===== src/rtl/reg_dump_reader_pkg.sv =====
// rtl/reg_dump_reader_pkg.sv - shared widths and dump FSM encoding for the register-file debug reader
package reg_dump_reader_pkg;

  localparam int REG_ADDR_W = 5;
  localparam int REG_DATA_W = 32;

  typedef enum logic [2:0] {
    ST_IDLE = 3'd0,
    ST_HALT = 3'd1,
    ST_LOAD = 3'd2,
    ST_SEND = 3'd3,
    ST_DONE = 3'd4
  } dump_state_t;

  // Every non-idle state owns the shared read port and keeps the CPU frozen.
  function automatic logic state_active(input dump_state_t s);
    return s != ST_IDLE;
  endfunction

endpackage


===== src/rtl/reg_dump_reader.sv =====
// rtl/reg_dump_reader.sv - halts the CPU, walks the register file and streams each word out
module reg_dump_reader
  import reg_dump_reader_pkg::*;
#(
  parameter int NUM_REGS = 32,
  parameter int ADDR_W   = REG_ADDR_W,
  parameter int DATA_W   = REG_DATA_W
) (
  input  logic              clock,
  input  logic              reset_n,
  input  logic              start,
  output logic [ADDR_W-1:0] rd_addr,
  input  logic [DATA_W-1:0] rd_data,
  output logic              cpu_halt,
  output logic              busy,
  output logic              out_valid,
  input  logic              out_ready,
  output logic [DATA_W-1:0] out_data,
  output logic [ADDR_W-1:0] out_index,
  output logic              done
);

  localparam logic [ADDR_W-1:0] LAST_IDX = ADDR_W'(NUM_REGS - 1);

  dump_state_t       r_state;
  dump_state_t       w_next_state;
  logic [ADDR_W-1:0] r_index;
  logic [DATA_W-1:0] r_out_data;
  logic [ADDR_W-1:0] r_out_index;
  logic              r_out_valid;
  logic              w_handshake;
  logic              w_last;

  assign w_handshake = r_out_valid && out_ready;
  assign w_last      = (r_index == LAST_IDX);

  always_ff @(posedge clock or negedge reset_n) begin
    if (!reset_n) begin
      r_state <= ST_IDLE;
    end else begin
      r_state <= w_next_state;
    end
  end

  always_comb begin
    w_next_state = r_state;
    case (r_state)
      ST_IDLE: if (start) w_next_state = ST_HALT;
      ST_HALT: w_next_state = ST_LOAD;
      ST_LOAD: w_next_state = ST_SEND;
      ST_SEND: if (w_handshake) w_next_state = w_last ? ST_DONE : ST_LOAD;
      ST_DONE: w_next_state = ST_IDLE;
      default: w_next_state = ST_IDLE;
    endcase
  end

  always_comb begin
    busy     = state_active(r_state);
    cpu_halt = state_active(r_state);
    done     = (r_state == ST_DONE);
  end

  // Captured word stays frozen across any amount of backpressure in SEND.
  always_ff @(posedge clock or negedge reset_n) begin
    if (!reset_n) begin
      r_index     <= '0;
      r_out_data  <= '0;
      r_out_index <= '0;
      r_out_valid <= 1'b0;
    end else begin
      case (r_state)
        ST_IDLE: begin
          if (start) r_index <= '0;
        end
        ST_LOAD: begin
          r_out_data  <= rd_data;
          r_out_index <= r_index;
          r_out_valid <= 1'b1;
        end
        ST_SEND: begin
          if (w_handshake) begin
            r_out_valid <= 1'b0;
            if (!w_last) r_index <= r_index + 1'b1;
          end
        end
        default: ;
      endcase
    end
  end

  assign rd_addr   = r_index;
  assign out_data  = r_out_data;
  assign out_index = r_out_index;
  assign out_valid = r_out_valid;

endmodule


===== config.mk =====
export PLATFORM = sky130hd
export DESIGN_NAME = reg_dump_reader
export DESIGN_NICKNAME = d
export VERILOG_FILES = /design/src/rtl/reg_dump_reader_pkg.sv /design/src/rtl/reg_dump_reader.sv
export SDC_FILE = /design/constraint.sdc
export NUM_CORES = 1
export LEC_CHECK = 0
export CAP_MARGIN = 10
export CORE_ASPECT_RATIO = 0.5
export CORE_MARGIN = 4
export CORE_UTILIZATION = 40
export CTS_CLUSTER_SIZE = 12
export DETAILED_ROUTE_END_ITERATION = 16
export PLACE_DENSITY = 0.78
export SLEW_MARGIN = 10
export SYNTH_ARGS = -nofsm -noshare
export SYNTH_HDL_FRONTEND = slang
export SYNTH_SLANG_ARGS = --single-unit

===== constraint.sdc =====
create_clock -name clock -period 2.3 [get_ports clock]
set_input_delay 0.46 -clock clock [delete_from_list [all_inputs] [get_ports clock]]
set_output_delay 0.46 -clock clock [all_outputs]
set_load 0.01 [all_outputs]

# --- Word-level counts from Yosys, hierarchy flattened ---
# Index checks and enable logic that the tools add are counted.
totals:
  output_inout_bits: 46
  ff_bits: 46
classes:
  eq_ne: 8
  addsub: 1
  reduce_logical: 8
  n_mux: 10
op_table:
  columns: ["op", "count"]
  rows:
  - ["5-bit two-way mux", 3]
  - ["3-bit case mux with 4 select lines", 1]
  - ["5-bit case mux with 2 select lines", 1]
  - ["3-bit two-way mux", 3]
  - ["3-bit by 2-bit equality test with 1-bit output, second input constant", 2]
  - ["2-bit != test, second input constant", 3]
  - ["5-bit by 1-bit adder with 5-bit output, second input constant", 1]
  - ["5-bit equality test, second input constant", 1]
  - ["2-bit AND reduction", 2]
  - ["4-bit AND reduction", 1]
  - ["2-bit nonzero test", 2]
  - ["3-bit by 1-bit equality test with 1-bit output, second input constant", 1]
  - ["3-bit equality test, second input constant", 1]
  - ["3-bit logical NOT", 1]
  - ["3-bit nonzero test", 1]
  - ["1-bit case mux with 2 select lines", 1]
  - ["1-bit logical AND", 1]
  - ["1-bit two-way mux", 1]

# --- Logic depth before layout (Yosys ltp) ---
# Gate-level depths: netlist of the first run.
depth:
  ltp_word: 4
  ltp_mapped: 6

# --- Worst setup path before layout of the first run ---
# OpenSTA, ideal clock, no wires.
synth_path:
  path_kind: "register to register"
  start: "register r_index[0] (netlist: rd_addr[0])"
  end: "register r_index[1] (netlist: rd_addr[1])"
  synth_period_minus_slack_ps: 1677
  setup_ps: 79
  stages_incl_launch_ff: 7
  t_arrival_ps: 1597
  slack_ps: 623
  path_cell_list: "dfrtp_1 ha_1 and3_1 ha_1 and3b_1 a22o_4 mux2i_1"
synth_between:
  elab_chain_len: 4
  elab_cells_between_ends: 7
  classes_between: "1 x add/sub; 2 x eq/ne; 3 x mux; 1 x reduce/logical"
synth_lines:
  columns: ["item", "line", "rtl"]
  rows:
  - ["start, declared", "reg_dump_reader.sv:27", "logic [ADDR_W-1:0] r_index;"]
  - ["start signal, assigned", "reg_dump_reader.sv:83", "if (!w_last) r_index <= r_index + 1'b1;"]
  - ["5-bit by 1-bit adder with 5-bit output", "reg_dump_reader.sv:83", null]
  - ["5-bit two-way mux", "reg_dump_reader.sv:83", null]
  - ["5-bit two-way mux", "reg_dump_reader.sv:81", "if (w_handshake) begin"]
  - ["5-bit case mux with 2 select lines", "reg_dump_reader.sv:71", "case (r_state)"]
# Parallel ways exist; a longest one is shown, timed or not. The select of a mux whose other input is x is not followed.
# A chain may end at the register's enable or synchronous reset.

# --- Final worst setup path of the first run ---
layout_path:
  start: "register r_state[0]"
  end: "output port done"
layout_between:
  elab_chain_len: 1
layout_lines:
  columns: ["item", "line", "rtl"]
  rows:
  - ["start, declared", "reg_dump_reader.sv:25", "dump_state_t r_state;"]
  - ["start signal, assigned", "reg_dump_reader.sv:41", "r_state <= w_next_state;"]
  - ["3-bit equality test", "reg_dump_reader.sv:60", "done = (r_state == ST_DONE);"]
  - ["end, declared", "reg_dump_reader.sv:20", "output logic done"]
# Every way passes these cells.

==> qor.yml, run 1 <==
status: "finished, final reports clean"
die_h_um: 56.3
gp_congestion: 0.794
port_buffers: 81
r2r-start: "rd_addr[0]"
core_area_um2: 4450
post_cts_buffers: 0
firstDrtPassIters: 5
viasPerCell: 4.77
cts_made_buffers: 5
path_class: "reg2out"
pin_count: 82
cts_tree: "built"
max_cap_violations: 0
finClkSkew_ns: 0.00448
fin_nets: 250
drcViolationCount: 0
relSlewSlack_pct: 70.9
netSwitchingPower_mw: 1.10
r2r-end: "rd_addr[1]"
synthTopCellsByArea: "dfrtp_1, mux2_1, mux2_2"
tightest_slew_ns: 0.436
setup_violations: 0
fp.dieW_um: 105
final_cells: 269
cp_slowest_cell: "clkdlybuf4s50_1"
cts_num_sinks: 46
p_clk_share_pct: 12.9
cts.path.max_buffers: 2
vias: 1282
row_count: 17
diodes: 0
cpPeakStageDelay_ns: 0.55
power.internal_mw: 2.44
htree_num_levels: 2
cp_cell_sequence: "nor2_1 > and2_1 > clkdlybuf4s50_1"
syn_to_final_growth_pct: 50.6
seq_area_frac_synth_pct: 61.7
cts_resized: 0
synth_nets: 164
fin_tns_setup_ns: 0
dp_cells: 262
seqPwrFrac_pct: 40.3
finalHoldViolCount: 0
synth_top_cell_by_area: "dfrtp_1"
clkSlewWorstSetupHoldPaths_ns: 0.08
worstPathArrival_ns: 1.60
fin_crit_sh_pct: 89.5
final_cell_mix: "clkdlybuf4s50_1, dfrtp_1, mux2_1, mux2_2, nand2_1"
hpwl_um: 3190
r2r_slack_ns: 0.50
drive_above_1_share_pct: 15.6
first_global_vias: 1381
synthCells: 126
grt_max_degree: 21
wirelength_um: 4090
max_freq_ghz: 0.486
ys_ff_latch: 46
grtUsageTotal_pct: 14.9
p_comb_share_pct: 46.7
final_common_cell: "clkdlybuf4s50_1"
grt_pass1_wl_um: 6950
hp-class: "in2async"
endpoint: "done"
clockRootBuffer: "clkbuf_8"
cp.required_ns: 1.84
fill_cells: 350
wl_per_cell_um: 15.2
vdd_drop_max_v: 0.000681
antenna_found_initial: 0
cp-start-kind: "flop"
yosysUniqueCellTypes: 25
ys_warn_count: 0
start_util_pct: 41.9
p_per_area_nw_per_um2: 1260
antenna_left: 0
slew_viol_final: 0
netSwitchingFraction_pct: 31.1
drt_iter0_drc: 32
cp-end-kind: "output port"
synthesis.area_um2: 1860
p_leak_nw: 1.21
r2r_cells: 6
syn_area_per_cell_um2: 14.8
die_area_um2: 5880
synth_top_area_share_pct: 61.7
critPathLaunch: "r_state[0]"
gr-total-overflow: 0
crit_fanout: 6
clock_latency_ns: 0.29
min_period_ns: 2.06
grt_setup_unrepaired: "no"
postCtsHoldBufs: 0
[layer usage]
layer / vias up / part of all wire (%) / track usage, %
li1: 609 / - / -
met1: 643 / 42 / 18.5
met2: 26 / 54 / 26.1
met3: 4 / 3.3 / 3.44
met4: 0 / 0.78 / 4.55
met5: - / 0 / 0
[how the worst min path moves through the flow]
stage            start      endpoint  slack (ns)  cells past startpoint
2_1_floorplan  reset_n   out_data[0]        0.16                      0
3_3_place_gp   reset_n  out_data[17]        0.42                      1
3_5_place_dp   reset_n  out_data[21]        0.43                      1
4_1_cts        reset_n  out_data[21]        0.11                      1
5_1_grt        reset_n  out_data[25]        0.13                      1
6_report       reset_n  out_data[16]         0.1                      1
[cell usage after synthesis]
cell type and instances:
nor3_1 1, nand3_1 1, and3b_1 2, nand2b_1 2
nor3b_2 1, mux2_1 19, nand2_1 6, dfrtp_1 46
a21o_1 1, nor2_1 2, o21bai_1 1, and3_1 3
and2_1 1, a21oi_1 1, a22o_4 1, ha_1 2
buf_4 2, buf_6 3, a31oi_1 4, buf_2 1
inv_1 4, o21ai_1 1, a211oi_1 1, mux2_2 18
mux2i_1 2
[flip-flops by register name (all words and copies together) (netlist names)]
signal and flops:
r_state 3, out_valid 1, rd_addr 5, out_index 5, out_data 32
[power groups by stage]
stage,combinational [mW],clock [mW],sequential (mW)
4_1_cts,1.69,0.473,1.43
3_5_place_dp,1.68,0,1.45
2_1_floorplan,0.548,0,1.60
6_report,1.65,0.458,1.43
3_3_place_gp,1.65,0,1.42
5_1_grt,1.78,0.512,1.49
[cell type report]
type                       instances  area, um^2  share of cell area [%]
tap                               57        71.3                    2.54
multi-input combinational         70         656                    23.4
clock inverter                     2        10.0                   0.357
inverter                           4        15.0                   0.535
sequential                        46        1150                    41.0
timing repair buffer              85         836                    29.8
clock buffer                       5        68.8                    2.45
[metrics by stage]
step           instance area (um^2)  worst slack (ns)  utilization [%]  hold slack, ns  total power, mW
2_1_floorplan                  1860             0.623                -           0.164             2.15
3_3_place_gp                   2720             0.494             61.3           0.424             3.07
3_5_place_dp                   2720             0.429             61.3           0.433             3.13
4_1_cts                        2800            0.0990             63.0           0.108             3.59
5_1_grt                        2810             0.127             63.2           0.126             3.78
6_report                       2810             0.242             63.2          0.0981             3.54
[logic make-up after synthesis]
logic type	after synthesis	share of synthesized area [%]
flops	46	61.7
mux	39	23.4
simple gates	19	5.77
compound gates	10	4.03
buf+inv	10	3.69
fa+ha+maj	2	1.34
[critical path: cells and delay by family, from the launching register on]
family                 cells  cell delay [ns]
buffers and inverters      1             0.55
flip-flops                 1             0.46
AND/OR/NAND/NOR            2             0.30
Note: power is estimated with default switching activity, not from simulation.
==> run 2, diff against run 1 <==
--- a/config.mk
+++ b/config.mk
@@ -5,13 +5,15 @@
 export SDC_FILE = /design/constraint.sdc
 export NUM_CORES = 1
 export LEC_CHECK = 0
+export ABC_AREA = 1
 export CAP_MARGIN = 10
 export CORE_ASPECT_RATIO = 0.5
 export CORE_MARGIN = 4
 export CORE_UTILIZATION = 40
+export CTS_BUF_LIST = sky130_fd_sc_hd__clkbuf_8
 export CTS_CLUSTER_SIZE = 12
 export DETAILED_ROUTE_END_ITERATION = 16
-export PLACE_DENSITY = 0.78
+export PLACE_DENSITY = 0.77
 export SLEW_MARGIN = 10
 export SYNTH_ARGS = -nofsm -noshare
 export SYNTH_HDL_FRONTEND = slang
==> constraint.sdc (replaced) <==
create_clock -name clock -period 2.3 [get_ports clock]
set_input_delay 0.345 -clock clock [delete_from_list [all_inputs] [get_ports clock]]
set_output_delay 0.345 -clock clock [all_outputs]
set_load 0.01 [all_outputs]
==> run 2 against run 1 <==
Against the previous run: global-route usage down 0.38 points; highest routed layer unchanged; non-clock buffer count unchanged; synthesized cell count up 17%; critical endpoint unchanged.
==> qor.yml, run 2 <==
ys_ff_latch: 46  # unchanged
critPathLaunch: "r_state[0]"
ys_warn_count: 0  # unchanged
cts_tree: "built"
port_buffers: 81  # unchanged
max_cap_violations: 0  # unchanged
synth_top_area_share_pct: 60.1  # -1.7 points
drive_above_1_share_pct: 23.0  # +7.4 points
die_h_um: 56.9  # +1.2%
cts_made_buffers: 5  # unchanged
final_common_cell: "clkdlybuf4s50_1"
row_count: 17  # unchanged
cpPeakStageDelay_ns: 0.54  # about the same
pin_count: 82  # unchanged
setup_violations: 0  # unchanged
hp-class: "in2async"
r2r_slack_ns: 0.66  # +0.16 ns
finalHoldViolCount: 0  # unchanged
firstDrtPassIters: 4  # -1
cp-start-kind: "flop"
synthFlopType: "dfrtp_1"
dpl_cell_area_um2: 2790  # +2.3%
synthCells: 147  # +17%
fin_crit_sh_pct: 88.4  # -1.1 points
final_cell_mix: "clkdlybuf4s50_1, dfrtp_1, mux2_2, nand2_1, nor2_1"
grt_pass1_wl_um: 6870  # -1.2%
worstPathArrival_ns: 1.69  # +0.09 ns
fill_cells: 375  # +7.1%
cp_cell_sequence: "or2_2 > nor2_1 > clkdlybuf4s50_1"
grt_max_degree: 22  # +4.8%
cp_slowest_cell: "clkdlybuf4s50_1"
synth_top_cell_by_area: "dfrtp_1"
largest_reg_flops: 32  # unchanged
fin_nets: 272  # +8.8%
cp-end-kind: "output port"
r2r-end: "out_data[2]"
clockRootBuffer: "clkbuf_8"
min_period_ns: 2.03  # -0.0255 ns
p_leak_nw: 1.27  # +4.7%
slew_viol_final: 0  # unchanged
drt_iter0_drc: 32  # unchanged
vias: 1352  # +5.5%
cp.required_ns: 1.96  # +0.12 ns
gp_congestion: 0.700  # -12%
fp.dieW_um: 106  # +1.3%
grt_setup_unrepaired: "no"
seq_area_um2: 1150  # unchanged
wirelength_um: 4110  # +0.51%
status: "finished, final reports clean"
cts_num_sinks: 46  # unchanged
synthesis.area_um2: 1920  # +2.8%
viasPerCell: 4.49  # -5.8%
hpwl_um: 3180  # -0.35%
synth_edf_count: 0  # unchanged
p_total_mw: 3.66  # +3.4%
syn_area_per_cell_um2: 13.0  # -12%
diodes: 0  # unchanged
r2r-start: "r_state[2]"
cts.path.max_buffers: 2  # unchanged
synth_nets: 185  # +13%
core_area_um2: 4510  # +1.4%
synthTopCellsByArea: "dfrtp_1, mux2_2, nand2_1"
finClkSkew_ns: 0.00800  # +0.00352 ns
p_per_area_nw_per_um2: 1270  # +0.56%
path_class: "reg2out"
endpoint: "done"
clkSlewWorstSetupHoldPaths_ns: 0.08  # about the same
start_util_pct: 42.5  # +0.54 points
crit_fanout: 5  # -1
gr-total-overflow: 0  # unchanged
yosysUniqueCellTypes: 18  # -28%
syn_to_final_growth_pct: 50.8  # about the same
multi_input_area_um2: 689  # +5.2%
antenna_left: 0  # unchanged
tightest_slew_ns: 0.522  # +0.0855 ns
post_cts_buffers: 0  # unchanged
wl_per_cell_um: 13.7  # -10%
vdd_drop_max_v: 0.000495  # -27%
die_area_um2: 6030  # +2.5%
async_flop_share_pct: 100  # unchanged
cts_resized: 0  # unchanged
max_freq_ghz: 0.492  # +1.3%
clock_latency_ns: 0.30  # about the same
grtUsageTotal_pct: 14.5  # -0.38 points
r2r_cells: 4  # -2
fin_tns_setup_ns: 0  # unchanged
netlist_top_cells_count: "dfrtp_1, mux2_2, nand2_1, nor2_1"
relSlewSlack_pct: 65.1  # -5.8 points
final_design_area_no_fill_um2: 2890  # +2.9%
htree_num_levels: 2  # unchanged
synth.most_common_cell: "dfrtp_1"
drcViolationCount: 0  # unchanged
antenna_found_initial: 0  # unchanged
first_global_vias: 1412  # +2.2%
fin_ws_ns: 0.267  # +0.0255 ns
seq_area_frac_synth_pct: 60.1  # -1.7 points
final_util_pct: 64.0  # +0.88 points
pre_cts_ws_ns: 0.577  # +0.148 ns
[run 2: layout make-up]
type,count,area share (%)
clock buffers,6,2.86
clock inverters,2,0.303
inverters,6,0.780
multi-input cells,90,23.9
flip-flops and latches,46,39.9
well taps,66,2.86
repair buffers,85,29.5
[run 2: kinds of logic after synthesis]
| family | Yosys count | share of synthesized area (%) |
|---|---|---|
| AO/OA/AOI/OAI | 8 | 2.35 |
| flip-flops | 46 | 60.1 |
| multiplexers | 36 | 21.8 |
| AND/OR/NAND/NOR | 44 | 10.6 |
| buffers and inverters | 11 | 3.92 |
| adder cells (fa/ha/maj) | 2 | 1.31 |
[run 2: metrics by stage]
| step | instances | hold WS (ns) |
|---|---|---|
| 6_report | 301 | 0.463 |
| 5_1_grt | 301 | 0.476 |
| 4_1_cts | 301 | 0.433 |
| 3_5_place_dp | 292 | 0.225 |
| 3_3_place_gp | 292 | 0.220 |
| 2_1_floorplan | 147 | 0.0494 |
[run 2: worst min path at each step]
stage | startpoint | depth (start not counted) | to
after global placement | reset_n | 1 | out_index[1]
final | reset_n | 2 | rd_addr[3]
after global routing | reset_n | 2 | r_state[1]
after detailed placement | reset_n | 1 | out_index[1]
after floorplan | reset_n | 0 | out_data[0]
after CTS | reset_n | 2 | rd_addr[3]
[run 2: report_power, final]
part	leakage [nW]	switching (mW)	total, mW	internal, mW
Sequential	0.552	0.194	1.36	1.17
Combinational	0.664	0.705	1.80	1.09
Clock	0.0524	0.264	0.502	0.238
[run 2: per-layer routing]
layer / global-route usage, % / up-vias / share of wire [%]
met5: 0 / - / 0
met4: 5.54 / 0 / 1.3
met3: 3.84 / 5 / 3.6
met2: 26.3 / 22 / 56
met1: 16.9 / 662 / 39
li1: - / 663 / -
[run 2: critical path: cells and delay by family, from the launching register on]
family / cells / cell delay (ns)
DFF: 1 / 0.44
and+or+nand+nor: 2 / 0.41
buffers and inverters: 1 / 0.54
[run 2: what timing repair did]
item,4_1_cts,5_1_grt
hold endpoints to repair,9,0
hold buffers,1,0
endpoints found under the setup margin,0,0
==> variant 1, RTL diff (settings of run 2) <==
The package constant `REG_ADDR_W` goes from 5 to 3.
--- a/src/rtl/reg_dump_reader_pkg.sv
+++ b/src/rtl/reg_dump_reader_pkg.sv
@@ -1,7 +1,7 @@
 // rtl/reg_dump_reader_pkg.sv - shared widths and dump FSM encoding for the register-file debug reader
 package reg_dump_reader_pkg;
 
-  localparam int REG_ADDR_W = 5;
+  localparam int REG_ADDR_W = 3;
   localparam int REG_DATA_W = 32;
 
   typedef enum logic [2:0] {
Ports: changed (resized out_index and rd_addr); port bits go from 82 to 78. The function was not compared with the original's and may differ.
==> variant 1 against run 2 <==
- total power is 1.4% higher
- synthesized cell count is 16% lower
- worst setup slack worse by 0.015 ns
- sequential cell count is 4 lower
- sequential power is 3% lower
- routed wire length is 6.9% lower
- sequential share of layout area is 0.79 points lower
- design area is 6.8% lower
- synthesized area is 5.7% lower
- largest power group unchanged
==> variant 1: results <==
[timing]
clock_skew_ns = 0.00240
maxSlewHeadroom_pct = 39.7
hold_slack_ns = 0.179
max_clock_freq_mhz = 488

[grt]
use_met2_pct = 23.2
grt_pass1_vias = 1220
grt_start_max_net_pins = 43
grt_util_met3_pct = 4.15
antenna_found_initial = 0
grt_pass1_wl_um = 6310
grt_use_met1_pct = 18.0
gr-usage-all-layers_pct = 14.2

[routing]
drt_iter0_markers = 39
met1_length_um = 1690
wl_met2_um = 1940
wl_per_cell_um = 14.8
via_per_inst = 4.55
wl_met3_um = 165
routed.top_layer = "met4"

[clock_network]
path_clk_slew_ns = 0.08
cts_post_setup_buffers_inserted = 0
cts_max_level = 2
root_buffer = "clkbuf_8"
cts_buffers = 5
clk_path_buf_depth = 2
insertion_delay_ns = 0.29
cts_resized = 0

[placed_design]
dpl_cell_area_um2 = 2600
dp.cells = 251
place_hpwl_um = 2820
place.gp.congestion = 0.772
portBuffers = 77
dp_slack_ns = 0.555

[logic_synthesis]
synthTopCellsByCount = "dfrtp_1, mux2_4, nand2_1, nor2_1, mux2_2"
yosysSeqAreaShare_pct = 58.2
async_flop_share_pct = 100
synthTopCellsByArea = "dfrtp_1, mux2_4, mux2_2, nand2_1, buf_6"
ys_dominant_reg_cell = "dfrtp_1"
syn-num-nets = 162
yosysWarnings = 0
ys_types = 16
syn_inst = 124

[critical_path]
r2r_start = "r_state[0]"
cp-startpoint = "r_state[1]"
worstSetupPathType = "flip-flop to output pin"
endpoint = "done"
reg2reg_to = "out_data[14]"
ff2ff_path_depth = 3
arrival_ns = 1.70
crit_fanout = 6
r2r_slack_ns = 0.74

[worst_hold_path]
hp-class = "input pin to asynchronous set/reset pin"

[final_layout]
drive_gt1_share_pct = 22.9
fin_cells = 259
layout.nets = 242
largest_reg_flops = 32

[outcome]
status = "finished, final reports clean"

[power]
power_leakage_uw = 0.00125
ir_drop_mv = 0.485
-- variant 1: kinds of logic after synthesis --
group / after synthesis / share of synthesized area [%]
AO/OA/AOI/OAI: 4 / 1.25
adder cells (fa/ha/maj): 2 / 1.38
buffers and inverters: 9 / 3.32
flip-flops: 42 / 58.2
multiplexers: 35 / 27.8
AND/OR/NAND/NOR: 32 / 8.03
-- variant 1: area by class of cell --
class | count | area [µm²]
clock buffers | 6 | 82.6
clock inverters | 2 | 8.76
fillers | 325 | 1430
inverters | 5 | 18.8
multi-input cells | 73 | 696
flip-flops and latches | 42 | 1050
well taps | 54 | 67.6
repair buffers | 77 | 766
-- variant 1: power breakdown --
part	leakage, µW	switching, µW	internal (µW)	total, µW
combinational	0.000706	691	1220	1910
sequential	0.000496	220	1100	1320
clock	0.0000524	245	238	483
total	0.00125	1160	2560	3710
-- variant 1: critical path: stages (launching register included) --
cell and delay, ns:
dfrtp_1 0.45, or2_2 0.34, nor2_1 0.09, clkdlybuf4s50_1 0.54
==> variant 2, RTL diff (config.mk and constraints of run 2) <==
Without the edit above. Re-encode `dump_state_t` (5 states) as Gray code, 3 bits wide.
--- a/src/rtl/reg_dump_reader_pkg.sv
+++ b/src/rtl/reg_dump_reader_pkg.sv
@@ -5,11 +5,11 @@
   localparam int REG_DATA_W = 32;
 
   typedef enum logic [2:0] {
-    ST_IDLE = 3'd0,
-    ST_HALT = 3'd1,
-    ST_LOAD = 3'd2,
-    ST_SEND = 3'd3,
-    ST_DONE = 3'd4
+    ST_IDLE = 3'b000,
+    ST_HALT = 3'b001,
+    ST_LOAD = 3'b011,
+    ST_SEND = 3'b010,
+    ST_DONE = 3'b110
   } dump_state_t;
 
   // Every non-idle state owns the shared read port and keeps the CPU frozen.
Formal check against the unedited RTL: no difference found for any inputs over 10 cycles, from zero or initial values and one cycle with reset_n low; not proved beyond that.
==> variant 2 against run 2 <==
- design area decreased by 0.35%
- clock power up 17%
- total power is 2.4% higher
- worst setup slack improved by 0.051 ns
- synthesized area down 1.2%
- register-to-register slack got worse by 0.16 ns
- routed wire length rose by 1.5%
- sequential cell count is the same
- first-iteration DRC count grew 6.3%
- critical path depth unchanged
- critical path type unchanged
- largest cell class unchanged
==> variant 2: results <==
[grt]
grt_start_max_net_pins = 47
grt_pass1_wl_um = 7110
gr-usage-all-layers_pct = 15.0
grt_pass1_vias = 1427

[routing]
via_per_inst = 4.67

[logic_synthesis]
avgSynthCellArea_um2 = 12.9
synth_fa_ha_area_share_pct = 1.32
synth_top_area_share_pct = 60.8
synthTopCellsByCount = "dfrtp_1, mux2_2, nand2_1, nor2_1, mux2_4"
synthTopCellsByArea = "dfrtp_1, mux2_2, mux2_4, nand2_1, nor2_1"
yosys-mux-area-fraction_pct = 22.8
yosysSeqAreaShare_pct = 60.8

[outcome]
status = "finished, final reports clean"

[timing]
clock_skew_ns = 0.00417
tightest_slew_ns = 0.556
layout_worst_path_cycle_share_pct = 86.2

[final_layout]
layout.nets = 270
fillers = 352
largest_reg_flops = 32
drive_gt1_share_pct = 21.0
fin_cells = 299

[critical_path]
slowest_delay_ns = 0.50
crit_fanout = 5
arrival_ns = 1.64
ff2ff_path_depth = 10

[placed_design]
place_hpwl_um = 3110
dp.cells = 291
dp_slack_ns = 0.511

[power]
power_leakage_uw = 0.00129
ir_drop_mv = 0.726
[variant 2: cell count changes after synthesis, sizes merged]
cell	change
o21ai	-3
nand3b	+1
nand4	+1
nor3	+2
o211ai	-1
or2	-1
o21a	-1
nor2	+2
[variant 2: logic make-up (layout without fill, tap and decap cells)]
group | count (synthesis) | in the layout
fa+ha+maj | 2 | 2
simple gates | 49 | 49
flops | 46 | 46
mux | 36 | 36
compound gates | 3 | 3
buf+inv | 11 | 97
[variant 2: worst max-delay path, delay by kind of cell, from the launching register on]
| family | cells | cell delay [ns] |
|---|---|---|
| buffers and inverters | 1 | 0.50 |
| and+or+nand+nor | 2 | 0.41 |
| DFF | 1 | 0.44 |
[variant 2: metrics by stage]
step                      util (%)  power (µW)  cell area, µm²
after floorplan                  -        2280            1890
after global placement        61.7        3150            2770
after detailed placement      61.7        3200            2770
after CTS                     64.1        3800            2880
after global routing          64.1        3990            2880
final                         64.1        3750            2880
[variant 2: path summary, 6_finish.rpt]
kind,from,end,slack (ns)
worst max-delay path,r_state[0],busy,0.32
min in group clock,r_state[2],r_state[1],0.49
worst max register to register,rd_addr[0],rd_addr[4],0.50
max in group asynchronous,reset_n,out_index[0],1.80
worst min register to register,r_state[2],r_state[1],0.49
worst min-delay path,reset_n,out_data[15],0.11
[variant 2: routing by layer]
layer	wire length (µm)	up-vias	global-route usage [%]
li1	-	657	-
met1	1750	698	18.4
met2	2210	36	25.7
met3	171	4	4.02
met4	35	0	5.05
met5	0	-	0
[variant 2: power breakdown]
part / total (µW) / internal (µW) / switching (µW) / leakage, µW
Clock: 585 / 320 / 265 / 0.0000579
Combinational: 1790 / 1100 / 687 / 0.000675
Sequential: 1380 / 1160 / 215 / 0.000553
[variant 2: final cells by class]
cell class                 instances  share of cell area (%)
timing repair buffer              83                    29.0
clock buffer                       5                    2.39
inverter                           6                   0.783
tap                               66                    2.87
multi-input combinational         90                    23.6
clock inverter                     3                    1.39
sequential                        46                    40.0
